$ cat config.mk
export PLATFORM = sky130hd
export DESIGN_NAME = mem_port_arb
export DESIGN_NICKNAME = d
export VERILOG_FILES = /design/src/rtl/mem_port_arb.sv
export SDC_FILE = /design/constraint.sdc
export NUM_CORES = 1
export LEC_CHECK = 0
export CAP_MARGIN = 25
export CELL_PAD_IN_SITES_DETAIL_PLACEMENT = 2
export CELL_PAD_IN_SITES_GLOBAL_PLACEMENT = 2
export CORE_UTILIZATION = 24
export CTS_CLUSTER_SIZE = 25
export DETAILED_ROUTE_END_ITERATION = 12
export MAX_ROUTING_LAYER = met4
export PLACE_DENSITY = 0.86
export SLEW_MARGIN = 20
export SYNTH_ARGS = -nofsm -noshare
export SYNTH_HDL_FRONTEND = slang
export SYNTH_SLANG_ARGS = --single-unit
$ cat constraint.sdc
create_clock -name CLK -period 2.1 [get_ports CLK]
set_input_delay 0.21 -clock CLK [delete_from_list [all_inputs] [get_ports CLK]]
set_output_delay 0.21 -clock CLK [all_outputs]
set_load 0.02 [all_outputs]
$ cat src/rtl/mem_port_arb.sv
// Two-requester memory port arbiter: instruction fetch vs data access.
// One outstanding transaction, starvation guard, and ack timeout.
module mem_port_arb #(
    parameter int STARVE_MAX = 4,
    parameter int TIMEOUT    = 16
) (
    input  logic        CLK,
    input  logic        RSTN,
    input  logic        I_REQ,
    input  logic [29:0] I_ADDR,
    output logic        I_GNT,
    output logic        I_VALID,
    output logic [31:0] I_RDATA,
    input  logic        D_REQ,
    input  logic        D_RW,
    input  logic [29:0] D_ADDR,
    input  logic [31:0] D_WDATA,
    output logic        D_GNT,
    output logic        D_VALID,
    output logic [31:0] D_RDATA,
    output logic        M_REQ,
    output logic        M_RW,
    output logic [29:0] M_ADDR,
    output logic [31:0] M_WDATA,
    input  logic [31:0] M_RDATA,
    input  logic        M_ACK,
    output logic        ERR
);
    typedef enum logic [1:0] {
        IDLE  = 2'd0,
        I_ACC = 2'd1,
        D_ACC = 2'd2
    } state_t;

    localparam logic [3:0] SMAX  = 4'(STARVE_MAX);
    localparam logic [7:0] TLAST = 8'(TIMEOUT - 1);
    localparam logic [31:0] BAD  = 32'hDEAD_BEEF;

    state_t     state;
    logic [3:0] starve_cnt;
    logic [7:0] wait_cnt;
    logic       pick_d;
    logic       pick_i;

    // Data wins unless a fetch has already been passed over SMAX times
    always_comb begin
        pick_d = D_REQ && (!I_REQ || (starve_cnt < SMAX));
        pick_i = !pick_d && I_REQ;
    end

    // Arbitration FSM with fully registered outputs
    always_ff @(posedge CLK) begin
        if (!RSTN) begin
            state      <= IDLE;
            starve_cnt <= '0;
            wait_cnt   <= '0;
            I_GNT      <= 1'b0;
            D_GNT      <= 1'b0;
            I_VALID    <= 1'b0;
            D_VALID    <= 1'b0;
            I_RDATA    <= '0;
            D_RDATA    <= '0;
            M_REQ      <= 1'b0;
            M_RW       <= 1'b0;
            M_ADDR     <= '0;
            M_WDATA    <= '0;
            ERR        <= 1'b0;
        end else begin
            I_GNT   <= 1'b0;
            D_GNT   <= 1'b0;
            I_VALID <= 1'b0;
            D_VALID <= 1'b0;
            ERR     <= 1'b0;
            unique case (state)
                IDLE: begin
                    if (pick_d) begin
                        state    <= D_ACC;
                        D_GNT    <= 1'b1;
                        M_REQ    <= 1'b1;
                        M_RW     <= D_RW;
                        M_ADDR   <= D_ADDR;
                        M_WDATA  <= D_WDATA;
                        wait_cnt <= '0;
                        if (I_REQ && (starve_cnt != 4'hF))
                            starve_cnt <= starve_cnt + 4'd1;
                    end else if (pick_i) begin
                        state      <= I_ACC;
                        I_GNT      <= 1'b1;
                        M_REQ      <= 1'b1;
                        M_RW       <= 1'b0;
                        M_ADDR     <= I_ADDR;
                        M_WDATA    <= '0;
                        wait_cnt   <= '0;
                        starve_cnt <= '0;
                    end
                end
                I_ACC, D_ACC: begin
                    if (M_ACK) begin
                        state <= IDLE;
                        M_REQ <= 1'b0;
                        M_RW  <= 1'b0;
                        if (state == I_ACC) begin
                            I_VALID <= 1'b1;
                            I_RDATA <= M_RDATA;
                        end else begin
                            D_VALID <= 1'b1;
                            if (!M_RW)
                                D_RDATA <= M_RDATA;
                        end
                    end else if (wait_cnt == TLAST) begin
                        state <= IDLE;
                        M_REQ <= 1'b0;
                        M_RW  <= 1'b0;
                        ERR   <= 1'b1;
                        if (state == I_ACC) begin
                            I_VALID <= 1'b1;
                            I_RDATA <= BAD;
                        end else begin
                            D_VALID <= 1'b1;
                            D_RDATA <= BAD;
                        end
                    end else begin
                        wait_cnt <= wait_cnt + 8'd1;
                    end
                end
                default: state <= IDLE;
            endcase
        end
    end
endmodule

Yosys cells after proc, flatten, opt, wreduce, memory -nomap -nowiden
Index checks and enable logic that the tools add are counted.
W data, S select, Z words.
{"block": "totals", "ff_bits": 147, "latchBits": 0, "ramBits": 0, "romBits": 0, "inputBits": 130, "out_inout_bits": 133, "elab_cells": 96, "n_memories": 0}
{"block": "op_classes", "n_addsub": 2, "mul": 0, "div_mod_pow": 0, "magnitude_cmp": 1, "n_eq_ne": 10, "n_shift": 0, "mux": 43, "bitwise": 4, "reduce_logical": 22}
{"cell": "$mux W32", "count": 11}
{"cell": "$mux W30", "count": 2}
{"cell": "$mux W8", "count": 4}
{"cell": "$pmux W8 S2", "count": 1}
{"cell": "$mux W1", "count": 15}
{"cell": "$mux W4", "count": 3}
{"cell": "$reduce_and A3 Y1", "count": 3}
{"cell": "$add A8 B1 Y8 const B", "count": 1}
{"cell": "$eq A8 B4 Y1 const B", "count": 1}
{"cell": "$mux W2", "count": 4}
{"cell": "$reduce_and A2 Y1", "count": 4}
{"cell": "$reduce_and A4 Y1", "count": 2}
{"cell": "$ne A2 B2 Y1 const B", "count": 3}
{"cell": "$ne A3 B3 Y1 const B", "count": 2}
{"cell": "$reduce_bool A2 Y1", "count": 3}
{"cell": "$reduce_or A3 Y1", "count": 2}
{"cell": "$add A4 B1 Y4 const B", "count": 1}
{"cell": "$lt A4 B3 Y1 const B", "count": 1}
{"cell": "$ne A4 B4 Y1 const B", "count": 1}
{"cell": "$not A1 Y1", "count": 4}
{"cell": "$pmux W1 S2", "count": 2}
{"cell": "$pmux W2 S2", "count": 1}
{"cell": "$logic_and A1 B1 Y1", "count": 3}
{"cell": "$eq A2 B1 Y1 const B", "count": 1}
{"cell": "6 further kinds", "count": 7}

Logic depth before layout (Yosys ltp)
{"block": "logic_depth", "ltp_word": 8, "mapped_depth": 8, "depth_no_buf": 6}

Worst setup path after synthesis
Ideal clock, no wire load.
{"block": "synth_timing", "kind": "register to register", "from": "register state[0]", "to": "register wait_cnt[6]", "setup_time_ns": 0.130, "t_arrival_ns": 1.516, "t_required_ns": 1.970, "slack_ns": 0.454, "path_stages_with_launch": 8, "n_path_buf": 1, "synth_period_minus_slack_ns": 1.646, "path_cell_list": "dfxtp_1 -> inv_1 -> ha_1 -> clkbuf_1 -> nor2b_1 -> o21ai_4 -> a221oi_1 -> o32ai_1"}
{"block": "synth_between", "elab_chain_cells": 4, "elab_cells_between_ends": 10, "classes_between": "eq/ne: 5; mux: 1; reduce/logical: 4"}
{"element": "start, declared", "line": "39", "text": "state_t state;"}
{"element": "start signal, assigned", "line": "54", "text": "state <= IDLE;"}
{"element": "start signal, assigned", "line": "77", "text": "state <= D_ACC;"}
{"element": "start signal, assigned", "line": "87", "text": "state <= I_ACC;"}
{"element": "$eq A2 B1 Y1 or $eq A2 B2 Y1 (tied branches)", "line": "74", "text": "unique case (state)"}
{"element": "$reduce_or A2 Y1", "line": "74"}
{"element": "$ne A2 B2 Y1 (no source line) or $reduce_bool A2 Y1 (tied branches)"}
{"element": "$reduce_and A4 Y1 (no source line)"}
{"element": "end signal, assigned", "line": "123", "text": "wait_cnt <= wait_cnt + 8'd1;"}
{"element": "end, declared", "line": "41", "text": "logic [7:0] wait_cnt;"}
Several ways; a longest one is shown, not always the timed one.
A chain may end at the register's enable or synchronous reset.

Final worst setup path
{"block": "layout_timing", "from": "register state[0]", "to": "register I_RDATA[12]"}
{"block": "layout_between", "elab_chain_cells": 3, "elab_cells_between_ends": 4, "classes_between": "eq/ne: 2; reduce/logical: 2"}
{"element": "$eq A2 B1 Y1 or $eq A2 B2 Y1 (tied branches)", "line": "74, 102, 115"}
{"element": "$reduce_or A2 Y1", "line": "74"}
{"element": "$reduce_and A3 Y1 (no source line) (*)"}
{"element": "end signal, assigned", "line": "61", "text": "I_RDATA <= '0;"}
{"element": "end signal, assigned", "line": "104", "text": "I_RDATA <= M_RDATA;"}
{"element": "end signal, assigned", "line": "117", "text": "I_RDATA <= BAD;"}
{"element": "end, declared", "line": "13", "text": "output logic [31:0] I_RDATA,"}
Mark *: on every way between the ends. The rest lies on a longest branch, timed or not.

==> results by group <==
Run status
  – Status: completed

Timing
  – Worst hold slack: 0.149 ns
  – Slew @ Worst Pin: 0.523 ns
  – Max Clk Rate: 531 MHz
  – Period Utilization, post-route: 89.8%
  – Clk_skew: 0.0172 ns
  – Slew headroom: 65.1%
  – Final worst path period need: 1.88 ns
  – Final hold viol count: 0
  – Fin. max-slew vios: 0
  – Final-report setup violation count: 0
  – RSZ-0062 raised after global routing: false
  – TNS Setup: 0 ns

GRT
  – First-pass GRT wire length: 34800 um
  – Vias in the first global route: 6396
  – Initial antenna violation count: 0
  – Largest net degree at the start of global routing: 77
  – GR Util All Layers: 18.7%
  – Total grt overflow: 0

Critical path
  – Worst reg2reg startpoint: state[0]$_SDFFE_PN0P_
  – CP Class: reg -> reg
  – WP data required: 2.45 ns
  – CP Capture Type: register
  – CP startpoint kind: register
  – Flop-to-flop setup slack: 0.22 ns
  – Worst R2R End: I_RDATA[12]$_SDFFE_PN0P_
  – R2R depth: 6
  – Worst Path Max Fanout: 24
  – WP data arrival: 2.24 ns

Route
  – Routed WL: 22400 um
  – DR iter-0 viols: 177
  – DRC Markers: 0
  – Wire length per cell: 18.6 um
  – Detailed Routing Iterations Pass 1: 4
  – Vias: 5763
  – Vias/cell: 4.79
  – Post-route ant nets: 0

Finish
  – Proportion of layout cells with a drive suffix above 1: 7.68%
  – Final nets: 1007
  – Area delta synth->final: 60.3%
  – Fill cell count: 2573
  – Final cell utilization of the core: 39.6%
  – Ant diodes: 0
  – Layout Cells excl Fill: 1204
  – Design Area, Final: 0.00941 mm2

Clocking
  – Clock sinks: 147
  – Clk root buf: clkbuf_16
  – Post_cts resized: 0
  – Clock Latency Late Sink: 0.42 ns
  – # hold bufs at CTS: 0
  – CTS tree: done
  – CTS clk-pin slew, worst paths: 0.07 ns
  – Maximum clock insertion buffer count: 2
  – Setup Fix Bufs, Post-CTS: 0
  – H-tree depth: 4
  – CTS buffer count: 17

Synth
  – Synth cell types: 40
  – Post-synthesis cell count: 629
  – Adder-Cell Fraction of Synth Area: 1.07%
  – Async set or reset register ratio after synthesis: 0%
  – Net Count, Synth: 764
  – Multiplexer area fraction after synthesis: 1.88%
  – Synth Warn #: 0
  – Largest family of logic cells by synthesized area: compound AO/OA/AOI/OAI gates
  – Number of synthesized flops with an enable pin: 0
  – Area leader, netlist: dfxtp_1
  – Post-Synth Simple-Gate Area: 17.9%
  – Dominant synthesized flop cell: dfxtp_1
  – Compound-gate portion of the synthesized area: 23.9%
  – XOR/XNOR Fraction of Synth Area: 0%
  – Most common cell in the netlist: dfxtp_1
  – FF+latch count, synth: 147
  – Syn avg cell area: 9.33 um2
  – Synth top area share: 50.1%
  – Sequential element share of the synthesized area: 50.1%
  – Top cells by area, synth: dfxtp_1 50%, o221a_1 9.4%, nand2_1 8.3%
  – Syn Std Cell Area: 0.00587 mm2
  – Post-synth top cells: 147 x dfxtp_1, 130 x nand2_1, 49 x o221a_1

Pwr
  – Peak VDD IR: 0.000441 V
  – Net Sw Frac: 30.5%
  – Cell leakage power: 3.37 nW
  – P per Cell Area: 812 mW/mm2
  – NetSw: 2.33 mW
  – Pint: 5.31 mW
  – Power share of the sequential group: 40.2%
  – Gate power share: 20.8%
  – Clock Power Share: 39.1%

Placed design
  – Hpwl dp: 16300 um
  – Port bufs: 262
  – Placer Congestion: 0.742
  – Dpl cell area: 0.00883 mm2
  – Placed Cells incl. Taps: 1172

Floorplanning
  – DIE WIDTH: 158 um
  – Initial Util: 24.7%
  – Core ar.: 0.0238 mm2
  – Die height: 158 um
  – # IOs: 263
  – DIE AREA: 0.0251 mm2
  – # rows: 56

Hold path
  – Hold Path Depth: 2
  – WHS Endpoint: M_REQ$_SDFFE_PN0P_
  – HP Start: RSTN
  – Hold Path Class: in -> reg

Flow run
  – Max-Cap Viols: 0
-- layer usage --
layer  up-vias  part of all wire [%]  track usage [%]
li1       2749                     -                -
met3        15                    10             7.27
met2       215                    47             31.3
met5         -                     0                -
met4         0                  0.97             5.27
met1      2784                    42             20.6
-- power by group through the flow --
stage	registers [mW]	logic [mW]	clock network (mW)
floorplan	3.33	0.554	0
global placement	3.12	1.56	0
detailed placement	3.13	1.60	0
CTS	3.07	1.61	3.09
global route	3.09	1.71	3.22
finish	3.07	1.59	2.99
-- metrics by stage --
stage | power [mW] | worst slack (ns)
after floorplan | 3.89 | 0.454
after global placement | 4.69 | 0.290
after detailed placement | 4.73 | 0.143
after CTS | 7.78 | 0.142
after global routing | 8.02 | 0.0648
final | 7.64 | 0.215
-- sequential cells by signal, indices dropped and copies added (netlist names), 2 cells and up --
register and cells:
wait_cnt 8, M_ADDR 30, state 2, starve_cnt 4, D_RDATA 32, M_WDATA 32
I_RDATA 32
-- critical path, cell delays in order, from the launching register on --
cell and delay [ns]:
dfxtp_1 0.36, inv_1 0.07, ha_1 0.52, nand2_1 0.18
nor2_4 0.14, buf_4 0.31, o221a_1 0.25
-- cells by family after synthesis --
logic type	after synthesis
AND/OR/NAND/NOR	225
AO/OA/AOI/OAI	179
flip-flops	147
buffers and inverters	62
multiplexers	11
adder cells (fa/ha/maj)	5
-- layout make-up --
class	count	area, um2	share of cell area (%)
sequential	147	2940	31.3
timing repair buffer	284	2850	30.3
multi-input combinational	420	2640	28.1
clock buffer	17	425	4.52
tap	319	399	4.24
clock inverter	15	141	1.50
inverter	2	7.51	0.0798
-- how the worst max path moves through the flow --
stage / from / to / cells past startpoint
after detailed placement: state[0]$_SDFFE_PN0P_ / wait_cnt[4]$_SDFFE_PN0P_ / 6
after floorplan: state[0]$_SDFFE_PN0P_ / wait_cnt[6]$_SDFFE_PN0P_ / 7
after global placement: I_REQ / M_WDATA[1]$_SDFFE_PN0P_ / 6
after CTS: state[0]$_SDFFE_PN0P_ / wait_cnt[4]$_SDFFE_PN0P_ / 6
final: state[0]$_SDFFE_PN0P_ / I_RDATA[12]$_SDFFE_PN0P_ / 6
after global routing: state[1]$_SDFFE_PN0P_ / I_RDATA[16]$_SDFFE_PN0P_ / 6
-- cells in the final DEF, fill, tap and decap left out, drive strengths merged --
cell type and instances:
o211ai 1, or3 1, nor2b 2, o221a 49
a21boi 35, o22ai 10, nor3 3, o21ai 34
a221oi 2, nor4 1, and2 2, a31oi 31
a21oi 10, o32ai 2, nand2b 25, and3 3
ha 5, nand3b 1, nand3 45, buf 23
clkdlybuf4s50 261, nand4b 1, nand2 130, a211oi 1
dfxtp 147, o21a 3, or4 1, clkinv 6
clkbuf 17, nor3b 1, nor2 6, inv 11
nand4 3, mux2i 11, a31o 1
Power figures use the tool's default switching activity.
